<file path="src/rtl/timer_sequence_ctrl.sv">
// timer_sequence_ctrl
// Control FSM that sits in front of a 4-bit shift/down-count register.
// It hunts for the serial start pattern 1101, then enables 4 shift cycles
// so the counter captures a delay value MSB first. Next it paces the counter's
// decrement with a prescaler, raises done, and waits for ack.
// shift_ena, counting and done are registered alongside the state. count_ena
// is decoded from registers only: state, prescaler and the counter's value.
module timer_sequence_ctrl #(
    parameter int PRESCALE = 1000
) (
    input  logic       clk,
    input  logic       rst_n,
    input  logic       data,
    input  logic [3:0] count_val,
    input  logic       ack,
    output logic       shift_ena,
    output logic       count_ena,
    output logic       counting,
    output logic       done
);

    localparam int PW = (PRESCALE > 1) ? $clog2(PRESCALE) : 1;
    localparam logic [PW-1:0] PMAX = PW'(PRESCALE - 1);

    typedef enum logic [3:0] {
        S0,
        S1,
        S11,
        S110,
        SH0,
        SH1,
        SH2,
        SH3,
        CNT,
        DONE
    } state_t;

    state_t        state;
    logic [PW-1:0] presc;
    logic          presc_wrap;

    assign presc_wrap = (presc == PMAX);

    // A count step is issued on the last prescaler cycle. It is never issued
    // at zero, so the counter never wraps from 0 to 15.
    assign count_ena = counting && presc_wrap && (count_val != 4'd0);

    // Sequencer: pattern search, shift window, paced count, done/ack handshake.
    always_ff @(posedge clk or negedge rst_n) begin
        if (!rst_n) begin
            state     <= S0;
            presc     <= '0;
            shift_ena <= 1'b0;
            counting  <= 1'b0;
            done      <= 1'b0;
        end else begin
            // Outputs reflect the state being entered; the prescaler idles at 0.
            shift_ena <= 1'b0;
            counting  <= 1'b0;
            done      <= 1'b0;
            presc     <= '0;
            case (state)
                S0:   state <= data ? S1 : S0;
                S1:   state <= data ? S11 : S0;
                S11:  state <= data ? S11 : S110;
                S110: begin
                    if (data) begin
                        state     <= SH0;
                        shift_ena <= 1'b1;
                    end else begin
                        state <= S0;
                    end
                end
                SH0: begin
                    state     <= SH1;
                    shift_ena <= 1'b1;
                end
                SH1: begin
                    state     <= SH2;
                    shift_ena <= 1'b1;
                end
                SH2: begin
                    state     <= SH3;
                    shift_ena <= 1'b1;
                end
                SH3: begin
                    state    <= CNT;
                    counting <= 1'b1;
                end
                CNT: begin
                    if (!presc_wrap) begin
                        presc    <= presc + PW'(1);
                        counting <= 1'b1;
                    end else if (count_val == 4'd0) begin
                        // The final prescale period at zero has elapsed.
                        state <= DONE;
                        done  <= 1'b1;
                    end else begin
                        counting <= 1'b1;
                    end
                end
                DONE: begin
                    if (ack) begin
                        state <= S0;
                    end else begin
                        done <= 1'b1;
                    end
                end
                default: state <= S0;
            endcase
        end
    end

endmodule

</file>
<file path="config.mk">
export PLATFORM = sky130hd
export DESIGN_NAME = timer_sequence_ctrl
export DESIGN_NICKNAME = d
export VERILOG_FILES = /design/src/rtl/timer_sequence_ctrl.sv
export SDC_FILE = /design/constraint.sdc
export NUM_CORES = 1
export LEC_CHECK = 0
export ABC_AREA = 1
export ABC_CLOCK_PERIOD_IN_PS = 1700
export CAP_MARGIN = 15
export CORE_ASPECT_RATIO = 0.8
export CORE_MARGIN = 2
export CORE_UTILIZATION = 50
export CTS_CLUSTER_SIZE = 16
export DETAILED_ROUTE_END_ITERATION = 12
export DONT_BUFFER_PORTS = 1
export GPL_TIMING_DRIVEN = 0
export PLACE_DENSITY = 0.62
export SETUP_SLACK_MARGIN = 0.2
export SLEW_MARGIN = 20
export SYNTH_ARGS = -nofsm -noshare
export SYNTH_HDL_FRONTEND = slang
export SYNTH_SLANG_ARGS = --single-unit
</file>
<file path="constraint.sdc">
create_clock -name clk -period 1.7 [get_ports clk]
set_input_delay 0.34 -clock clk [delete_from_list [all_inputs] [get_ports clk]]
set_output_delay 0.34 -clock clk [all_outputs]
set_load 0.05 [all_outputs]
</file>
# Yosys cells after proc, flatten, opt, wreduce, memory -nomap -nowiden
# Cells that the tools add are included.
# op_classes
add_sub_neg	1
multipliers	0
n_div	0
magnitude_cmp	0
n_eq_ne	13
n_shift	0
muxes	19
bitwise	0
reduce_logical	7
# ops
operator	n
4-bit case mux with 10 select lines	1
10-bit 2-to-1 mux	2
4-bit by 3-bit equality test with 1-bit output (second input constant)	4
4-bit 2-to-1 mux	3
10-bit by 1-bit adder with 10-bit output (second input constant)	1
10-bit equality test (second input constant)	1
4-bit by 2-bit equality test with 1-bit output (second input constant)	2
4-bit equality test (second input constant)	2
4-bit logical NOT	2
1-bit 2-to-1 mux	8
2-bit inequality test (second input constant)	3
1-bit case mux with 2 select lines	3
4-bit by 1-bit equality test with 1-bit output (second input constant)	1
4-bit nonzero test	1
3-bit 2-to-1 mux	1
3-bit AND reduction	1
3-bit OR reduction	1
1-bit logical AND	2
2-bit 2-to-1 mux	1
# word_totals
register_bits	17
latch_bits	0
mem_bits_rw	0
romBits	0
output_inout_bits	4
mem_count	0

# Depth between registers and ports, before layout
# Gate-level depths: netlist of run 1.
# depth
ltp_word	4
ltp_mapped	8
depth_no_buf	8

# Worst setup path before layout of run 1
# No wires, ideal clock.
# synth_path
path_kind	reg-to-output
startpoint	register presc[0]
endpoint	output port count_ena
arrival_time_ps	1595
setup_slack_ps	-235
stages_incl_launch_ff	6
n_path_buf	0
cell_sequence	dfrtp_1 -> ha_1 -> nand2_1 -> nor3_2 -> nand3_4 -> nor3b_2
# synth_between
elab_chain_cells	3
# synth_rtl
element	line	source
from (decl)	39	logic [PW-1:0] presc;
from (signal assigned)	92	presc <= presc + PW'(1);
10-bit equality test	42	assign presc_wrap = (presc == PMAX);
1-bit logical AND (2 in a row)	46	assign count_ena = counting && presc_wrap && (count_val != 4'd0);
to (decl)	17	output logic count_ena,
# Every way passes these cells.

# Final worst setup path of run 1
# layout_path
startpoint	register presc[1]
endpoint	output port count_ena
# Same word-level chain as after synthesis.

==> flow_summary.yaml, run 1 <==
outcome:
  status: "complete, but fails checks"
  violations: "negative setup slack"
setup_path:
  critical_path_class: "flop to output port"
  crit_slowest_cell: "nor3b_4"
  endpoint_kind: "output port"
  worst-path-max-fanout: 2
  critPathRequiredTime_ns: 1.36
  cp_cell_sequence: "ha_4 > nand2_4 > nor3_4 > nand3_4 > nor3b_4"
  cpLargestDelayFamily: "simple AND/OR/NAND/NOR gates"
  critPathArrivalTime_ns: 1.67
  max_stage_delay_ns: 0.51
  cp_num_buf_inv: 0
  startpoint_type: "flop"
final_layout:
  diodes: 0
  area_delta_synth_final_pct: 13.7
  drive_above_1_share: 0.229
  regArea_um2: 425
  num-nets-final: 128
  multi_input_area_um2: 488
  fillers: 169
detailed_routing:
  drt_wl_total_um: 1710
  vias: 717
  drc: 0
  via_per_inst: 5.05
  drt_iter0_markers: 13
  postRouteAntennaNets: 0
  wire_per_inst_um: 12.1
  first_pass_iters: 4
clock_tree:
  cts.sink_count: 17
  clk_latency_ns: 0.28
  ctsHtreeMaxLevel: 1
  cts_tree: "yes"
  numCtsBuffers: 3
  cts.path.max_buffers: 2
  cts-root-buf: "clkbuf_4"
  clk_pin_slew_ns: 0.09
sta:
  slew_headroom: 0.489
  finalMaxSlewViolations: 0
  fmax_ghz: 0.497
  fin_worst_skew_ns: 0.00135
  grt_setup_unrepaired: "true"
  fin_crit_sh: 1.18
  hold_viol: 0
  period_needed_ns: 2.01
  fin_ws_ns: -0.312
  tightest_slew_ns: 0.763
  setup_violations: 1
place:
  dp_hpwl_um: 1290
  io_buffers: 0
  preCtsSetupSlack_ns: -0.203
  gp_congestion: 0.752
power_and_ir_drop:
  report.power.total_mw: 1.11
  power.leakage_nw: 0.470
  ir_drop_uv: 745
  p_per_area_mw_per_mm2: 1030
hold_path:
  holdCritPathClass: "primary input to flop"
synthesis:
  syn_area_um2: 941
  ys_seq_area_frac: 0.452
  synth.distinct_cells: 24
  synth_nets: 118
  avgSynthCellArea_um2: 8.63
  syn_inst: 109
  synth_seq_cells: 17
  ys_warn_count: 0
floorplan:
  core_region_area_mm2: 0.00182
  rows: 14
  io_pins: 12
  fp.dieH_um: 42.8
  initial_utilization: 0.516
  die_x_um: 52.5
  die_area_mm2: 0.00225
job:
  maxCapViolCount: 0
global_routing:
  grt_overflow: 0
  grt_pass1_vias: 692
  grt_max_degree: 18
  grt_pass1_wl_um: 3010
  grtUsageTotal: 0.184
  antenna_found_initial: 0
## state kept, by name, summed over array words and instances, names as in the netlist
register   count
presc         10
counting       1
shift_ena      1
done           1
state          4
## logic make-up (layout without fill, tap and decap cells)
group	Yosys count	count (layout)	share of synthesized area
AO/OA/AOI/OAI	11	11	0.0678
XOR/XNOR	4	4	0.0372
adder cells (fa/ha/maj)	1	1	0.0133
buffers and inverters	16	25	0.0638
flip-flops	17	17	0.452
AND/OR/NAND/NOR	60	60	0.366
## Yosys cell counts (all sizes together)
cell type | instances | share of area
o211ai | 1 | 0.0080
nor2 | 19 | 0.12
dfrtp | 17 | 0.45
nor3 | 1 | 0.011
inv | 16 | 0.064
o21bai | 2 | 0.016
o22ai | 1 | 0.0067
o21ai | 3 | 0.016
xnor2 | 1 | 0.0093
nand4 | 1 | 0.0067
ha | 1 | 0.013
nor3b | 3 | 0.040
xor2 | 3 | 0.028
a21oi | 4 | 0.021
nand3 | 12 | 0.077
nand2 | 24 | 0.11
## path summary, 6_finish.rpt
check / startpoint / end / slack (ns) / depth (start not counted)
setup / recovery: presc[1] / count_ena / -0.31 / 5
hold / removal: data / state[2] / 0.24 / 2
setup reg to reg: presc[1] / presc[8] / 0.38 / 7
hold reg to reg: presc[9] / presc[9] / 0.57 / 2
max in group asynchronous: rst_n / shift_ena / 0.66 / 1
min in group asynchronous: rst_n / presc[8] / 0.56 / 1
## layout make-up
class | count | area share
inverter | 16 | 0.0561
timing repair buffer | 5 | 0.0374
multi-input combinational | 76 | 0.456
clock buffer | 4 | 0.0246
tap | 24 | 0.0281
sequential | 17 | 0.398
## per-stage QoR
stage	area, um^2	instances	hold WS, ns	utilization	TNS [ns]
floorplan	947	109	0.0444	-	-0.0675
global placement	977	133	0.0447	0.536	-0.185
detailed placement	977	133	0.0448	0.536	-0.203
CTS	1060	141	0.233	0.583	-0.398
global route	1070	142	0.242	0.587	-0.404
finish	1070	142	0.242	0.587	-0.312
## placed cells by master, fill, tap and decap left out
| cell | n |
|---|---|
| nand2_1 | 19 |
| dfrtp_1 | 17 |
| inv_1 | 14 |
| nor2_1 | 12 |
| nand3_1 | 11 |
| nor2_2 | 4 |
| a21oi_1 | 4 |
| buf_4 | 4 |
| nand2_2 | 3 |
| xor2_1 | 3 |
| clkbuf_4 | 3 |
| inv_2 | 2 |
| nand2_4 | 2 |
| nor2_4 | 2 |
| o21ai_0 | 2 |
| nor3b_2 | 2 |
| o21bai_1 | 2 |
| nor2_8 | 1 |
| nand4_1 | 1 |
| o21ai_1 | 1 |
| nor3_4 | 1 |
| nand3_4 | 1 |
| xnor2_1 | 1 |
| nor3b_4 | 1 |
| o22ai_1 | 1 |
| o211ai_1 | 1 |
| ha_4 | 1 |
| clkbuf_1 | 1 |
| dlygate4sd3_1 | 1 |
## timing repair
item | 4_1_cts | 5_1_grt
setup endpoints to repair | 1 | 1
pin swaps | 4 | 3
endpoints found under the hold margin | 17 | 0
hold buffers | 1 | 0
setup buffers | 3 | 1
gates resized for setup | 5 | 0
## routing by layer
metal,up-vias,global-route usage,part of all wire
met4,0,0.0154,0
met1,333,0.254,0.48
met5,-,0,0
met2,19,0.283,0.46
met3,0,0.0775,0.053
li1,365,-,-
## power breakdown
part	total [mW]	internal [mW]	switching [mW]
clock network	0.213	0.0911	0.121
registers	0.582	0.461	0.121
logic	0.312	0.111	0.201
(Power assumes the default switching activity.)
==> run 2, diff against run 1 <==
- PLACE_DENSITY: 0.62 -> not set
==> flow_summary.yaml, run 2 (synthesized netlist as in run 1, its figures left out) <==
detailed_routing:
  drt_wl_total_um: 1670
  vias: 686
  postRouteAntennaNets: 0
  drt_iter0_markers: 22
  via_per_inst: 4.80
  drc: 0
  first_pass_iters: 4
  wire_per_inst_um: 11.7
sta:
  fmax_ghz: 0.492
  fin_ws_ns: -0.333
  finalMaxSlewViolations: 0
  setup_violations: 1
  tightest_slew_ns: 0.764
  fin_worst_skew_ns: 0.00568
  period_needed_ns: 2.03
  slew_headroom: 0.489
  setup_tns_ns: -0.333
  grt_setup_unrepaired: "true"
  fin_crit_sh: 1.20
  hold_viol: 0
final_layout:
  final_common_cell: "nand2_1"
  fillers: 168
  largest_reg_flops: 10
  largestRegisters: "presc (10), state (4)"
  regArea_um2: 425
  fin_cells: 143
  area_delta_synth_final_pct: 15.7
  multi_input_area_um2: 495
  final_area_mm2: 0.00109
  regMostFlops: "presc"
  mostFrequentLayoutCells: "19 x nand2_1, 17 x dfrtp_1, 14 x inv_1"
  diodes: 0
  num-nets-final: 129
  drive_above_1_share: 0.252
clock_tree:
  ctsHtreeMaxLevel: 1
  numCtsBuffers: 3
  cts.path.max_buffers: 2
  clk_pin_slew_ns: 0.11
  cts_tree: "yes"
  cts-root-buf: "clkbuf_4"
  cts.sink_count: 17
  clk_latency_ns: 0.30
place:
  placed_cell_area_um2: 977
  io_buffers: 0
  dp_hpwl_um: 1190
  gp_congestion: 0.736
  preCtsSetupSlack_ns: -0.181
  place_inst: 133
setup_path:
  endpoint_kind: "output port"
  critPathRequiredTime_ns: 1.36
  worst-path-max-fanout: 2
  startpoint_type: "flop"
  critical_path_class: "flop to output port"
  rrSetupSlack_ns: 0.27
  reg2reg_from: "presc[1]"
  critPathArrivalTime_ns: 1.69
  crit_start: "presc[1]"
global_routing:
  antenna_found_initial: 0
  grtUsageTotal: 0.165
  grt_pass1_wl_um: 2730
  grt_pass1_vias: 610
  grt_overflow: 0
  grt_max_degree: 18
floorplan:
  fp.dieH_um: 42.8
  initial_utilization: 0.516
  core_region_area_mm2: 0.00182
  rows: 14
  die_x_um: 52.5
  io_pins: 12
  die_area_mm2: 0.00225
power_and_ir_drop:
  p_per_area_mw_per_mm2: 1030
  power.leakage_nw: 0.473
  power.net_switching_mw: 0.458
  report.power.total_mw: 1.12
  clockPowerShare: 0.206
  p_int_mw: 0.661
  p_sw_frac: 0.409
  comb_power_share: 0.278
  seqPwrFrac: 0.517
  ir_drop_uv: 664
hold_path:
  worstHoldStart: "data"
  holdCritPathClass: "primary input to flop"
outcome:
  violations: "negative setup slack"
  status: "complete, but fails checks"
job:
  maxCapViolCount: 0
## run 2: cell types whose count changed in the layout (fill, tap and decap cells not counted), sizes merged
cell,delta
buf,+1
clkbuf,-1
clkinvlp,+1
## run 2: power by group through the flow
stage / Sequential [mW] / Combinational, mW / Clock (mW)
3_5_place_dp: 0.585 / 0.295 / 0
6_report: 0.578 / 0.311 / 0.230
5_1_grt: 0.591 / 0.356 / 0.261
2_1_floorplan: 0.573 / 0.250 / 0
3_3_place_gp: 0.585 / 0.290 / 0
4_1_cts: 0.577 / 0.313 / 0.239
## run 2: layout make-up
type	instances	area share
timing repair buffer	6	0.0437
sequential	17	0.391
inverter	16	0.0552
multi-input combinational	76	0.455
clock inverter	1	0.00690
clock buffer	3	0.0207
tap	24	0.0276
## run 2: repair_timing
action / 4_1_cts / 5_1_grt
gates resized for setup: 3 / 4
endpoints found under the hold margin: 17 / 0
pin swaps: 4 / 6
buffers inserted: 3 / 2
hold buffers: 1 / 0
endpoints found under the setup margin: 1 / 1
## run 2: critical path: stages, from the launching register on
cell and delay, ns:
dfrtp_1 0.41, ha_4 0.17, nand2_4 0.06, nor3_4 0.14
nand3_4 0.10, nor3b_4 0.51
## run 2: worst paths after layout
| path | to | depth (start not counted) |
|---|---|---|
| worst min-delay path | shift_ena | 2 |
| worst max-delay path | count_ena | 5 |
| worst max register to register | presc[6] | 8 |
| worst min register to register | presc[9] | 2 |
| max in group asynchronous | counting | 1 |
| min in group asynchronous | presc[6] | 1 |
## run 2: routing by layer
layer / part of all wire / track usage / vias up / routed length, um
met4: 0.0036 / 0.0308 / 0 / 6
met5: 0 / 0 / - / 0
li1: - / - / 367 / -
met3: 0.045 / 0.0704 / 2 / 76
met2: 0.42 / 0.213 / 12 / 707
met1: 0.53 / 0.257 / 305 / 882
## run 2: through the flow
| stage | util | hold WS [ns] |
|---|---|---|
| after floorplan | - | 0.0444 |
| after global placement | 0.536 | 0.0448 |
| after detailed placement | 0.536 | 0.0449 |
| after CTS | 0.577 | 0.219 |
| after global routing | 0.598 | 0.217 |
| final | 0.598 | 0.229 |
